[config.mk]
export PLATFORM = sky130hd
export DESIGN_NAME = mem_stage_hs
export DESIGN_NICKNAME = d
export VERILOG_FILES = /design/src/rtl/mem_pkg.sv /design/src/rtl/load_align.sv /design/src/rtl/mem_stage_hs.sv
export SDC_FILE = /design/constraint.sdc
export NUM_CORES = 1
export LEC_CHECK = 0
export CORE_AREA = 2 2 125 127
export DETAILED_ROUTE_END_ITERATION = 6
export DIE_AREA = 0 0 127 129
export DONT_BUFFER_PORTS = 1
export GPL_ROUTABILITY_DRIVEN = 1
export PLACE_DENSITY = 0.59
export SLEW_MARGIN = 30
export SYNTH_ARGS = -nofsm -noshare
export SYNTH_HDL_FRONTEND = slang
export SYNTH_SLANG_ARGS = --single-unit
[constraint.sdc]
create_clock -name clk -period 3.1 [get_ports clk]
set_input_delay 0.62 -clock clk [delete_from_list [all_inputs] [get_ports clk]]
set_output_delay 0.62 -clock clk [all_outputs]
set_load 0.02 [all_outputs]
[src/rtl/mem_pkg.sv]
// Shared encodings for the MEM stage: access sizes, handshake FSM states and a size helper.
package mem_pkg;

   localparam logic [1:0] MEM_B = 2'b00;
   localparam logic [1:0] MEM_H = 2'b01;
   localparam logic [1:0] MEM_W = 2'b10;

   typedef enum logic [1:0] {
      ST_IDLE = 2'd0,
      ST_BUSY = 2'd1,
      ST_DONE = 2'd2
   } state_e;

   // Access span in bytes minus one; doubles as the lane alignment mask (0, 1, 3).
   function automatic logic [2:0] size_bytes_m1(input logic [1:0] sz);
      case (sz)
         MEM_B:   size_bytes_m1 = 3'd0;
         MEM_H:   size_bytes_m1 = 3'd1;
         MEM_W:   size_bytes_m1 = 3'd3;
         default: size_bytes_m1 = 3'd3;
      endcase
   endfunction

endpackage

[src/rtl/load_align.sv]
// Load data alignment: shifts the addressed lane down to bit 0 and sign/zero extends it.
module load_align
#(
   parameter int DATA_W = 32
)
(
   input  logic [DATA_W-1:0]            rdata,
   input  logic [$clog2(DATA_W/8)-1:0]  lane,
   input  logic [1:0]                   size,
   input  logic                         is_unsigned,
   output logic [DATA_W-1:0]            data
);
   import mem_pkg::*;

   logic [DATA_W-1:0] shifted;

   always_comb begin
      shifted = rdata >> {lane, 3'b000};
      data    = '0;
      case (size)
         MEM_B:   data = is_unsigned ? DATA_W'(shifted[7:0])  : DATA_W'($signed(shifted[7:0]));
         MEM_H:   data = is_unsigned ? DATA_W'(shifted[15:0]) : DATA_W'($signed(shifted[15:0]));
         default: data = is_unsigned ? DATA_W'(shifted[31:0]) : DATA_W'($signed(shifted[31:0]));
      endcase
   end

endmodule

[src/rtl/mem_stage_hs.sv]
// MEM pipeline stage with EX/MEM register and req/ack data-memory handshake that stalls upstream.
// Define MEM_MISALIGN_TRAP_EN to trap misaligned half/word accesses instead of aligning them down.
module mem_stage_hs
   import mem_pkg::*;
#(
   parameter int DATA_W = 32,
   parameter int ADDR_W = 32,
   parameter int REG_W  = 5
)
(
   input  logic                  clk,
   input  logic                  rst_n,
   input  logic                  ex_valid,
   input  logic                  branch_in,
   input  logic                  mem_read,
   input  logic                  mem_write,
   input  logic                  reg_write,
   input  logic                  mem_to_reg,
   input  logic [1:0]            mem_size,
   input  logic                  mem_unsigned,
   input  logic                  zero,
   input  logic [ADDR_W-1:0]     branch_addr,
   input  logic [DATA_W-1:0]     alu_res,
   input  logic [DATA_W-1:0]     write_data,
   input  logic [REG_W-1:0]      rd,
   output logic                  stall,
   output logic                  dmem_req,
   output logic                  dmem_we,
   output logic [ADDR_W-1:0]     dmem_addr,
   output logic [DATA_W-1:0]     dmem_wdata,
   output logic [DATA_W/8-1:0]   dmem_be,
   input  logic                  dmem_ack,
   input  logic [DATA_W-1:0]     dmem_rdata,
   output logic                  mem_valid,
   output logic [DATA_W-1:0]     alu_res_out,
   output logic [ADDR_W-1:0]     branch_addr_out,
   output logic [REG_W-1:0]      rd_out,
   output logic [DATA_W-1:0]     read_data,
   output logic [1:0]            wb_out,
   output logic                  branch
`ifdef MEM_MISALIGN_TRAP_EN
   ,
   output logic                  misalign_trap
`endif
);

   localparam int NB  = DATA_W / 8;
   localparam int OFF = $clog2(NB);

   logic              valid_q, branch_q, mem_read_q, mem_write_q;
   logic              reg_write_q, mem_to_reg_q, zero_q, unsigned_q;
   logic [1:0]        size_q;
   logic [ADDR_W-1:0] branch_addr_q;
   logic [DATA_W-1:0] alu_res_q, write_data_q, read_data_q;
   logic [REG_W-1:0]  rd_q;
   state_e            state_q, state_d;

   logic [2:0]        span_m1;
   logic [OFF-1:0]    lane_raw, lane;
   logic [DATA_W-1:0] load_data;
   logic              mem_op;

   assign span_m1  = size_bytes_m1(size_q);
   assign lane_raw = alu_res_q[OFF-1:0];
   // Misaligned accesses fall back to the naturally aligned lane of their size.
   assign lane     = lane_raw & ~OFF'(span_m1);

`ifdef MEM_MISALIGN_TRAP_EN
   logic misaligned;
   assign misaligned    = (span_m1[0] & lane_raw[0]) | (span_m1[1] & lane_raw[1]);
   assign misalign_trap = valid_q & (mem_read_q | mem_write_q) & misaligned;
   assign mem_op        = valid_q & (mem_read_q | mem_write_q) & ~misaligned;
   assign wb_out        = {reg_write_q & valid_q & ~misalign_trap, mem_to_reg_q & valid_q};
`else
   assign mem_op        = valid_q & (mem_read_q | mem_write_q);
   assign wb_out        = {reg_write_q & valid_q, mem_to_reg_q & valid_q};
`endif

   always_ff @(posedge clk or negedge rst_n) begin
      if (!rst_n) begin
         valid_q       <= 1'b0;
         branch_q      <= 1'b0;
         mem_read_q    <= 1'b0;
         mem_write_q   <= 1'b0;
         reg_write_q   <= 1'b0;
         mem_to_reg_q  <= 1'b0;
         zero_q        <= 1'b0;
         unsigned_q    <= 1'b0;
         size_q        <= 2'b00;
         branch_addr_q <= '0;
         alu_res_q     <= '0;
         write_data_q  <= '0;
         rd_q          <= '0;
         read_data_q   <= '0;
      end else begin
         if (!stall) begin
            valid_q       <= ex_valid;
            branch_q      <= ex_valid & branch_in;
            mem_read_q    <= ex_valid & mem_read;
            mem_write_q   <= ex_valid & mem_write;
            reg_write_q   <= ex_valid & reg_write;
            mem_to_reg_q  <= ex_valid & mem_to_reg;
            zero_q        <= zero;
            unsigned_q    <= mem_unsigned;
            size_q        <= mem_size;
            branch_addr_q <= branch_addr;
            alu_res_q     <= alu_res;
            write_data_q  <= write_data;
            rd_q          <= rd;
         end
         if (dmem_req && dmem_ack && mem_read_q)
            read_data_q <= load_data;
      end
   end

   always_ff @(posedge clk or negedge rst_n) begin
      if (!rst_n) state_q <= ST_IDLE;
      else        state_q <= state_d;
   end

   always_comb begin
      state_d  = state_q;
      dmem_req = 1'b0;
      stall    = 1'b0;
      case (state_q)
         ST_IDLE: begin
            if (mem_op) begin
               dmem_req = 1'b1;
               stall    = 1'b1;
               state_d  = dmem_ack ? ST_DONE : ST_BUSY;
            end
         end
         ST_BUSY: begin
            dmem_req = 1'b1;
            stall    = 1'b1;
            if (dmem_ack) state_d = ST_DONE;
         end
         // Stall drops here so the next instruction loads on the same edge we return to IDLE.
         ST_DONE: state_d = ST_IDLE;
         default: state_d = ST_IDLE;
      endcase
   end

   always_comb begin
      dmem_wdata = '0;
      for (int i = 0; i < NB; i++)
         dmem_wdata[8*i +: 8] = write_data_q[8*(i & 32'(span_m1)) +: 8];
   end

   assign dmem_be   = NB'({span_m1[1], span_m1[1], span_m1[0], 1'b1}) << lane;
   assign dmem_addr = ADDR_W'(alu_res_q) & ~ADDR_W'(NB - 1);
   assign dmem_we   = dmem_req & mem_write_q & ~mem_read_q;

   load_align #(.DATA_W(DATA_W)) u_load_align (
      .rdata       (dmem_rdata),
      .lane        (lane),
      .size        (size_q),
      .is_unsigned (unsigned_q),
      .data        (load_data)
   );

   assign mem_valid       = valid_q;
   assign alu_res_out     = alu_res_q;
   assign branch_addr_out = branch_addr_q;
   assign rd_out          = rd_q;
   assign read_data       = read_data_q;
   assign branch          = branch_q & zero_q & valid_q;

endmodule
* Word-level counts from Yosys, hierarchy flattened
Cells that the tools add are included.
Word-level totals: bits in registers 145, latch bits 0, bits in writable memories 0, bits in read-only memories 0, input bits 146, output and inout port bits 176, logic and storage cells 55, memories kept 0
Cells by class: add/sub/neg operators 0, multiply operators 0, div/mod/pow operators 0, magnitude comparators 0, eq/ne operators 4, shifts and indexed selects 5, mux-type cells 10, bitwise operators 16, reductions and logical operators 5
Operators by type and width (count):
- 32-bit 2-to-1 mux | 2
- 32-bit one-hot mux with 2 select lines | 1
- 32-bit by 6-bit indexed part select with 8-bit output | 2
- 32-bit by 5-bit indexed part select with 8-bit output | 1
- 32-bit by 5-bit >> shifter with 32-bit output | 1
- 1-bit AND | 12
- 2-bit one-hot mux with 2 select lines | 2
- 2-bit 2-to-1 mux | 3
- 2-bit by 1-bit == test with 1-bit output, second input constant | 2
- 2-bit zero test | 2
- 2-bit != test, second input constant | 2
- 4-bit by 2-bit left shift with 4-bit output | 1
- 2-bit AND | 1
- 1-bit logical AND | 2
- 2-bit inverter | 1
- 1-bit one-hot mux with 2 select lines | 1
- 2-bit AND reduction | 1
- 1-bit 2-to-1 mux | 1
- 1-bit inverter | 1
- 1-bit bitwise OR | 1

* Longest topological paths before layout
depth after elaboration 7, depth in mapped cells 7, gate-level depth less buffers 4

* Cells and area by module
A second synthesis with hierarchy kept.
Second synthesis, totals: cell total of the unflattened synthesis 523, area total of the unflattened synthesis 6944.2 um2
By module, submodules not included:
- mem_stage_hs | times used 1, cells each 420, area an instance 6175.9 um2, sequential area each 3628.5 um2
- load_align | times used 1, cells each 103, area an instance 768.2 um2, sequential area each 0.0 um2

* Worst setup path before layout
Ideal clock, no wire load.
kind flip-flop to output port, start point reg size_q[0], end point out dmem_wdata[29], data arrival time 1795 ps, data required time 2480 ps, setup slack 685 ps, stages on the path, launching flop included 6, buffers on the path 2, cells stage by stage dfrtp_1 > buf_2 > nor2_1 > buf_2 > mux2_2 > mux2_2
On the way: longest elaborated chain between the ends 3, elaborated cells on any way between the ends 4, classes of those cells eq/ne: 1; shift: 1; mux: 1; reduce/logical: 1
Ends and longest elaborated chain:
- from (decl) | RTL line mem_stage_hs.sv:52 | logic [1:0] size_q;
- from (signal assigned) | RTL line mem_stage_hs.sv:105 | size_q <= mem_size;
- 2-bit by 1-bit == test with 1-bit output / 2-bit zero test (equally long branches) | RTL line mem_pkg.sv:16 | case (sz)
- 2-bit one-hot mux with 2 select lines (*) | RTL line mem_pkg.sv:16
- 32-bit by 6-bit indexed part select with 8-bit output (*) | RTL line mem_stage_hs.sv:147 | dmem_wdata[8*i +: 8] = write_data_q[8*(i & 32'(span_m1)) +: 8];
- to (decl) | RTL line mem_stage_hs.sv:30 | output logic [DATA_W-1:0] dmem_wdata,
Mark *: on every way between the ends. The rest lies on a longest branch, timed or not.

* Worst setup path in the final report
start point reg size_q[1], end point out dmem_be[1]
On the way: longest elaborated chain between the ends 5, elaborated cells on any way between the ends 6, classes of those cells eq/ne: 1; shift: 1; mux: 1; bitwise: 2; reduce/logical: 1
Ends and longest elaborated chain:
- 2-bit by 1-bit == test with 1-bit output / 2-bit zero test (equally long branches) | RTL line mem_pkg.sv:16
- 2-bit one-hot mux with 2 select lines (*) | RTL line mem_pkg.sv:16
- 2-bit inverter | RTL line mem_stage_hs.sv:66 | assign lane = lane_raw & ~OFF'(span_m1);
- 2-bit AND | RTL line mem_stage_hs.sv:66
- 4-bit by 2-bit left shift with 4-bit output (*) | RTL line mem_stage_hs.sv:150 | assign dmem_be = NB'({span_m1[1], span_m1[1], span_m1[0], 1'b1}) << lane;
- to (decl) | RTL line mem_stage_hs.sv:31 | output logic [DATA_W/8-1:0] dmem_be,
Marks and branches as above.

==> impl_metrics.csv <==
group,metric,value,unit
die,rows,45,
clock_tree,clk_pin_slew,0.06,ns
power,switchingPower,4680,uW
grt,grt_max_degree,146,
sta,worst_pin_slew,0.797,ns
critical_path,reg2reg_from,"alu_res_out[0]",
critical_path,rrSetupSlack,0.68,ns
power,clkPwrFrac,19.3,%
clock_tree,cts_buffer_depth,2,
final_layout,layout_commonest_cell,"dfrtp_1",
sta,rsz0062_at_grt,"false",
clock_tree,cts-buffers-inserted,17,
synth,netlist_area,6710,um^2
sta,final.period_utilization,87.5,%
clock_tree,root_buffer,"clkbuf_16",
critical_path,worstPathMaxFanout,18,
sta,fin_worst_hold_slack,-0.0937,ns
power,powerDensity,1460,nW/um^2
final_layout,drive_gt1_share,39.0,%
die,dieArea,16400,um^2
die,die_w,127,um
synth,synthCells,529,
sta,slew_headroom,46.9,%
synth,synthArstFlopShare,100,%
die,pin_count,322,
clock_tree,ctsResizeCount,0,
status,outcome,"finished with violations",
route,vias_per_cell,5.61,
final_layout,fin_nets,636,
power,seq_power_share,45.3,%
synth,synth_seq_cells,145,
critical_path,critPathLaunch,"size_q[1]",
final_layout,final_util,48.3,%
sta,setup_violations,0,
final_layout,multiInputGateArea,2590,um^2
route,wl_per_cell,22.3,um
route,drt-total-wl,15500,um
sta,clock.fmax,0.369,GHz
clock_tree,clock_latency,0.42,ns
status,violations,"negative hold slack",
synth,synth-edff-count,0,
critical_path,required,2.48,ns
route,num_vias,3895,
route,antenna_left,0,
critical_path,crit_arrival,2.09,ns
sta,hold_viol,145,
synth,synth_largest_area_cell,"dfrtp_1",
critical_path,worstSetupPathType,"reg2out",
job,maxCapViolations,0,
synth,synth-seq-area-share,54.1,%
power,p_leak,0.00306,uW
die,start_util,44.8,%
critical_path,worstReg2RegEnd,"read_data[10]",
grt,grt_overflow,0,
die,die_height,129,um
critical_path,reg2reg_depth,4,
synth,ys_warn_count,0,
synth,yosys.cell_types.count,33,
min_path,holdCritPathClass,"in2async",
placed_design,port_buffers,0,
final_layout,final_cell_mix,"145 x dfrtp_1, 132 x mux2_2, 57 x nand2_1",
final_layout,area_delta_synth_final,7.76,%
final_layout,nFillCells,1350,
route,dr.pass1.iters,5,
sta,clock_skew,0.0115,ns
clock_tree,clock-sinks,145,
power,switching_share,44.4,%
power,p_int,5860,uW
critical_path,endpoint_kind,"output pin",
synth,synthTopCellsByArea,"dfrtp_1 54%, mux2_2 22%, buf_4 4.6%",
die,core_area,15000,um^2
synth,syn_area_per_cell,12.7,um^2
clock_tree,htreeDepth,4,
route,drc,0,
placed_design,hpwl,11200,um
grt,grt_usage,18.7,%
grt,antenna_found_initial,3,
placed_design,gp_routability_congestion,0.780,
synth,ys.flop_type,"dfrtp_1",
grt,grt_pass1_vias,4146,
power,ir_drop,0.000592,V
sta,period_minus_slack,2.71,ns
sta,tns,0,ns
final_layout,ff_latch_area,3630,um^2
sta,slew_violations,0,
grt,grt_pass1_wl,23500,um
route,drt_iter0_markers,144,
critical_path,critPathLaunchType,"register",
power,combPwrFrac,35.4,%
clock_tree,cts_tree,"built",
synth,synth_top_area_share,54.1,%
clock_tree,postCtsSetupBuffers,0,
==> routing by layer <==
layer,GRT usage (%),vias to the layer above,share of wire [%]
li1,-,1744,-
met1,21.2,1926,39
met2,30.6,209,49
met3,9.77,16,11
met4,6.59,0,1.5
met5,0,-,0
==> cell type report <==
class,instances,area share (%)
antenna,3,0.104
clock buffer,18,6.07
clock inverter,14,2.13
inverter,4,0.208
multi-input combinational,304,35.8
sequential,145,50.2
tap,188,3.25
timing repair buffer,18,2.21
==> Yosys cell counts (all sizes together), types with 2 or more instances <==
library cell,instances
dfrtp,145
mux2,132
buf,60
nand2,57
o311ai,23
nor2b,18
clkbuf,17
a21oi,15
o21ai,15
a22o,8
mux2i,7
nor2,7
inv,4
nor3,4
and2,3
nand2b,2
==> cells by family after synthesis <==
group,share of synthesized area (%)
flops,54.1
mux,23.2
simple gates,6.77
buf+inv,7.55
compound gates,8.35
other cells,0.0559
==> critical path, cell delays in order, from the launching register on <==
cell and delay, ns:
dfrtp_1 0.54, buf_4 0.27, and2b_1 0.40, nor2_1 0.45
==> worst max path at each step <==
| stage | endpoint | slack [ns] | cells after the start |
|---|---|---|---|
| after detailed placement | read_data[10] | 0.69 | 4 |
| after floorplan | dmem_wdata[29] | 0.69 | 5 |
| final | dmem_be[1] | 0.39 | 3 |
| after CTS | dmem_be[1] | 0.38 | 3 |
| after global routing | dmem_be[1] | 0.25 | 3 |
| after global placement | read_data[10] | 0.78 | 4 |
==> per-stage QoR <==
step	total power [uW]	worst slack [ns]	instance area, um^2	hold slack (ns)	instances
after global placement	8470	0.778	6630	0.328	659
final	10500	0.389	7230	-0.0937	694
after global routing	11100	0.249	7230	-0.127	692
after CTS	10700	0.383	7220	-0.126	691
after floorplan	8030	0.685	6710	0.324	530
after detailed placement	8600	0.690	6630	0.328	659
==> state kept, by name, summed over array words and instances (netlist names) <==
signal	cells
alu_res_out	32
branch_addr_out	32
branch_q	1
mem_read_q	1
mem_to_reg_q	1
mem_valid	1
mem_write_q	1
rd_out	5
read_data	32
reg_write_q	1
size_q	2
state_q	2
unsigned_q	1
write_data_q	32
zero_q	1
==> power groups by stage <==
stage	sequential (uW)	combinational [uW]	clock, uW
final	4770	3730	2040
after global placement	4790	3680	0
after CTS	4800	3790	2100
after detailed placement	4810	3780	0
after global routing	4920	4040	2170
after floorplan	4140	3890	0
Power figures use the tool's default switching activity.
==> RTL change 1: new RTL, same settings <==
`ADDR_W`: 32 -> 36.
--- a/src/rtl/mem_stage_hs.sv
+++ b/src/rtl/mem_stage_hs.sv
@@ -4,7 +4,7 @@
    import mem_pkg::*;
 #(
    parameter int DATA_W = 32,
-   parameter int ADDR_W = 32,
+   parameter int ADDR_W = 36,
    parameter int REG_W  = 5
 )
 (
Interface: changed (resized branch_addr, branch_addr_out and dmem_addr); port bits go from 322 to 334. No check against the original RTL was run, so the function may have changed too.
==> RTL change 1 against the unedited design <==
  * The run still ends with hold timing left
  * Area after synthesis grew 2.7%
  * Total power increased by 2.6%
  * Sequential share of layout area rose by 0.063 points
  * Sequential power grew 3%
  * Final area is 2.6% higher
  * Critical path type unchanged
  * Wire length barely moved
  * Via count grew 1.4%
  * Critical endpoint is now dmem_wdata[30]
  * Sequential cell count rose by 4
  * Worst hold slack got worse by 8.5 ps
  * Worst setup slack better by 15 ps
==> RTL change 1: results (changes against the unedited design) <==
The commonest cells after synthesis are dfrtp_1 (149), mux2_2 (136), nand2_1 (57). For the post-route worst hold slack, the log shows -102.2 ps (-8.501 ps). Family with the most delay on the worst path: multiplexers. The run gives 671 (+1.8%) as the cell total after placement.

The synthesized area per cell was 12.73 µm² (+0.39%). For the first-pass GRT wire length, the log shows 23,600 µm (+0.44%). The flow ran to the end, but the final reports show violations. For the count of final hold-check violations, the log shows 149 (+2.8%). The worst flop-to-flop path endpoint was read_data[8]$_DFFE_PN0P_. The final reports fail on hold timing.

Yosys attributes the largest share of cell area to dfrtp_1 (54%), mux2_2 (22%), buf_4 (4.9%). The top fanout value on the critical path was 16 (-2). For the overall global routing resource usage, the log shows 18.75% (+0.023 points).

The logs give 0.8166 (+4.7%) for the final estimated routing congestion in global placement and 11,110 µm (-0.85%) for the sum of net half-perimeters after detailed placement. Part of the total power dissipated in combinational logic: 34.5% (-0.9 points). The logs give 710.2 µV (+20%) for the worst ir drop on vdd and 54.12% (about the same) for the post-synthesis sequential area ratio. The static leakage was 3.159 nW (+3.1%).

The critical path ends at dmem_wdata[30]. The logs give 4.701 mW (+0.39%) for the net switching power of the design and 15,500 µm (about the same) for the wire length reported by the detailed router. The fraction of layout cells with a size suffix above 1 works out to 38.83% (-0.13 points). The tools report the via count of the first global-routing pass as 4,269 (+3.0%). The iteration-0 DRC count of the detailed router was 195 (+35%). The largest net degree at the start of global routing came out at 150 (+2.7%).
==> RTL change 1: metal layers <==
layer / up-vias / global-route usage [%] / part of all wire (%) / routed length, µm
met5: - / 0 / 0.052 / 8
met4: 2 / 6.399 / 1.6 / 244
met3: 22 / 10.98 / 12 / 1876
met2: 205 / 31.02 / 50 / 7752
met1: 1958 / 20.19 / 36 / 5614
li1: 1764 / - / - / -
==> RTL change 1: worst reg2reg max path, delay by kind of cell (launching register included) <==
family	cells	cell delay [ps]
AOI/OAI and AO/OA	2	920
DFF	1	570
muxes	1	410
and+or+nand+nor	1	330
==> RTL change 1: logic make-up (layout without fill, tap and decap cells) <==
| family | count (synthesis) | in the layout | share of synthesized area [%] |
|---|---|---|---|
| flops | 149 | 149 | 54.12 |
| buf+inv | 85 | 54 | 7.846 |
| mux | 143 | 143 | 23.25 |
| other cells | 1 | 7 | 0.05443 |
| simple gates | 97 | 97 | 6.593 |
| compound gates | 66 | 66 | 8.137 |
==> RTL change 1: metrics by stage <==
stage          hold slack, ps  instance area [µm²]  setup slack, ps  total power [mW]
2_1_floorplan           324.4                 6908            685.1             8.221
3_5_place_dp            327.5                 6778            681.6             8.723
4_1_cts                -120.8                 7415            347.5             10.95
6_report               -102.2                 7421            403.1             10.82
5_1_grt                -134.7                 7418            233.1             11.44
3_3_place_gp            327.6                 6778            759.8             8.580
==> RTL change 1: final cells by class <==
| class | instances | area [µm²] |
|---|---|---|
| antenna | 1 | 2.502 |
| sequential | 149 | 3729 |
| inverter | 4 | 15.01 |
| timing repair buffer | 18 | 147.6 |
| multi-input combinational | 312 | 2655 |
| clock buffer | 18 | 439.2 |
| fill | 1321 | 7556 |
| clock inverter | 14 | 197.7 |
| tap | 188 | 235.2 |
==> RTL change 2: new RTL, same flow settings <==
Without the edit above. The 3 states of `state_e` get a one-hot encoding in 3 bits.
--- a/src/rtl/mem_pkg.sv
+++ b/src/rtl/mem_pkg.sv
@@ -5,10 +5,10 @@
    localparam logic [1:0] MEM_H = 2'b01;
    localparam logic [1:0] MEM_W = 2'b10;
 
-   typedef enum logic [1:0] {
-      ST_IDLE = 2'd0,
-      ST_BUSY = 2'd1,
-      ST_DONE = 2'd2
+   typedef enum logic [2:0] {
+      ST_IDLE = 3'b001,
+      ST_BUSY = 3'b010,
+      ST_DONE = 3'b100
    } state_e;
 
    // Access span in bytes minus one; doubles as the lane alignment mask (0, 1, 3).
Check against the original RTL: same outputs for any inputs over 4 cycles, from zero or initial values and one cycle with rst_n low; so few cycles prove little.
==> RTL change 2 against the unedited design <==
  * The flow still finishes with violations (hold timing)
  * Via count fell by 0.85%
  * Worst setup slack worse by 68 ps
  * Area after synthesis up 0.15%
  * Highest routed layer unchanged
  * Final area up 1.5%
  * Wire length is 4.9% higher
  * Cell count shrank 3.2%
  * Sequential cell count rose by 1
  * Total power shrank 18%
==> RTL change 2: results (changes against the unedited design) <==
The post-synthesis sequential area ratio is 54.38% (+0.31 points), and the count of different cell masters after synthesis is 39 (+18%). In the post-synthesis netlist, the biggest area contributors are dfrtp_1 (54%), mux2_2 (23%), buf_4 (4.6%). The worst relative slew slack is 48.20% (+1.3 points), and the largest net degree at the start of global routing is 147 (+0.68%).

The final net count is 615 (-3.3%), and the register-to-register setup slack is 850 ps (+170 ps). The checks that failed: hold timing. The tools report the largest clock skew in the final design as 8.428 ps (-3.074 ps). Setup fix buffers added after clock tree synthesis: 0 (unchanged). The static leakage came out at 3.079 nW (+0.50%). The logs give 0 (unchanged) for the count of max-cap constraint violations and 3,862 (-0.85%) for the via count. The top fanout value on the critical path was 17 (-1). The final estimated routing congestion in global placement came out at 0.7688 (-1.4%). The worst reg-to-reg path cell count was 5 (+1). The clock-pin slew reported for the worst setup and hold paths after clock tree synthesis is 60 ps (about the same). The async set or reset register ratio after synthesis came out at 100.0% (unchanged). The iteration-0 DRC count of the detailed router was 166 (+15%). The tree is rooted in a clkbuf_16. For the total of warnings raised by yosys, the log shows 0 (unchanged).

The worst hold path belongs to the class input port to asynchronous set/reset pin. The fraction of layout cells with a size suffix above 1 is 44.40% (+5.4 points). The startpoint identified for the worst register-to-register timing path is mem_valid$_DFFE_PN0P_. The first-pass GRT wire length came out at 24,290 µm (+3.4%). The tools report the cell total after placement as 638 (-3.2%). Initial antenna violation count: 1 (-2).

Number of port buffers: 0 (unchanged). The wire length reported by the detailed router was 16,260 µm (+4.9%); the buffer depth of the longest clock path was 2 (unchanged). The maximum single-stage delay on the critical path was 520 ps (-20 ps). The run gives 410 ps as the insertion delay to the later sink of the worst-skew pair. The synthesized area per cell is 13.49 µm² (+6.4%). The via density per instance was 5.747 (+2.4%).

The sum of net half-perimeters after detailed placement is 11,730 µm (+4.7%), and the post-route worst hold slack is -93.18 ps (+0.5467 ps). The level count of the clock H-tree is 4 (unchanged). The logs give 145 (unchanged) for the count of final hold-check violations and 4,141 (-0.12%) for the via count of the first global-routing pass.

The flow ran to the end, but the final reports show violations. The overall global routing resource usage is 19.84% (+1.1 points). The slowest stage of the critical path is the dfrtp_1 cell.

On the critical path the largest part of the delay comes from multiplexers. The total clock buffers created by CTS was 17 (unchanged). The number of gates resized after CTS was 0 (unchanged); the worst ir drop on vdd was 469.5 µV (-21%). The run gives 4 (-1) as the count of TritonRoute iterations in the first routing pass. Ranked by instance count, the synthesized netlist is headed by dfrtp_1 (145), mux2_2 (136), buf_4 (41).

The worst flop-to-flop path endpoint is read_data[4]$_DFFE_PN0P_.
[RTL change 2: changes by cell type after synthesis, moves of 9 or more]
cell	change
clkbuf_1	-11
mux2_1	+9
nand2_1	-26
nor2b_1	-16
o21ai_0	+11
o221ai_2	+10
o311ai_1	-12
[RTL change 2: area by class of cell]
| class | count | area [µm²] |
|---|---|---|
| Fill cell | 1334 | 7635 |
| Sequential cell | 146 | 3655 |
| Multi-Input combinational cell | 280 | 2619 |
| Clock buffer | 19 | 452.9 |
| Tap cell | 188 | 235.2 |
| Clock inverter | 13 | 206.4 |
| Timing Repair Buffer | 21 | 157.7 |
| Inverter | 3 | 11.26 |
| Antenna cell | 2 | 5.005 |
[RTL change 2: routing by layer]
layer | global-route usage (%) | up-vias | part of all wire [%]
met5 | 0 | - | 0
met4 | 6.464 | 0 | 1.2
met2 | 32.10 | 209 | 50
met1 | 23.47 | 1947 | 37
li1 | - | 1688 | -
met3 | 9.563 | 18 | 12
[RTL change 2: worst max-delay path by stage]
| stage | startpoint | to | slack [ps] | cells after the start |
|---|---|---|---|---|
| floorplan | mem_valid$_DFFE_PN0P_ | dmem_we | 600 | 6 |
| CTS | size_q[0]$_DFFE_PN0P_ | dmem_wdata[27] | 360 | 3 |
| detailed placement | size_q[0]$_DFFE_PN0P_ | dmem_wdata[27] | 820 | 3 |
| global route | size_q[0]$_DFFE_PN0P_ | dmem_wdata[27] | 260 | 3 |
| global placement | mem_valid$_DFFE_PN0P_ | read_data[3]$_DFFE_PN0P_ | 870 | 5 |
| finish | size_q[0]$_DFFE_PN0P_ | dmem_wdata[30] | 320 | 3 |
[RTL change 2: per-stage QoR]
step	hold slack [ps]	worst slack [ps]	utilization [%]	instance area, µm²	power [mW]
6_report	-93.18	320.7	49.02	7342	8.606
5_1_grt	-126.8	255.1	48.99	7337	9.055
4_1_cts	-120.0	355.1	48.94	7330	8.699
3_5_place_dp	327.8	816.6	44.54	6670	6.413
3_3_place_gp	328.1	874.3	44.54	6670	6.338
2_1_floorplan	324.4	597.1	-	6724	6.011
[RTL change 2: report_power, final]
part | internal, mW | switching (mW) | total [mW]
logic | 1.11 | 1.21 | 2.31
registers | 2.58 | 1.45 | 4.03
clock network | 1.47 | 0.790 | 2.26
[RTL change 2: cell families (layout without fill, tap and decap cells)]
family,count (synthesis),count (layout),share of synthesized area [%]
compound gates,64,64,7.168
buf+inv,73,56,6.926
flops,146,146,54.38
mux,153,153,26.85
other cells,1,4,0.05580
simple gates,61,61,4.617
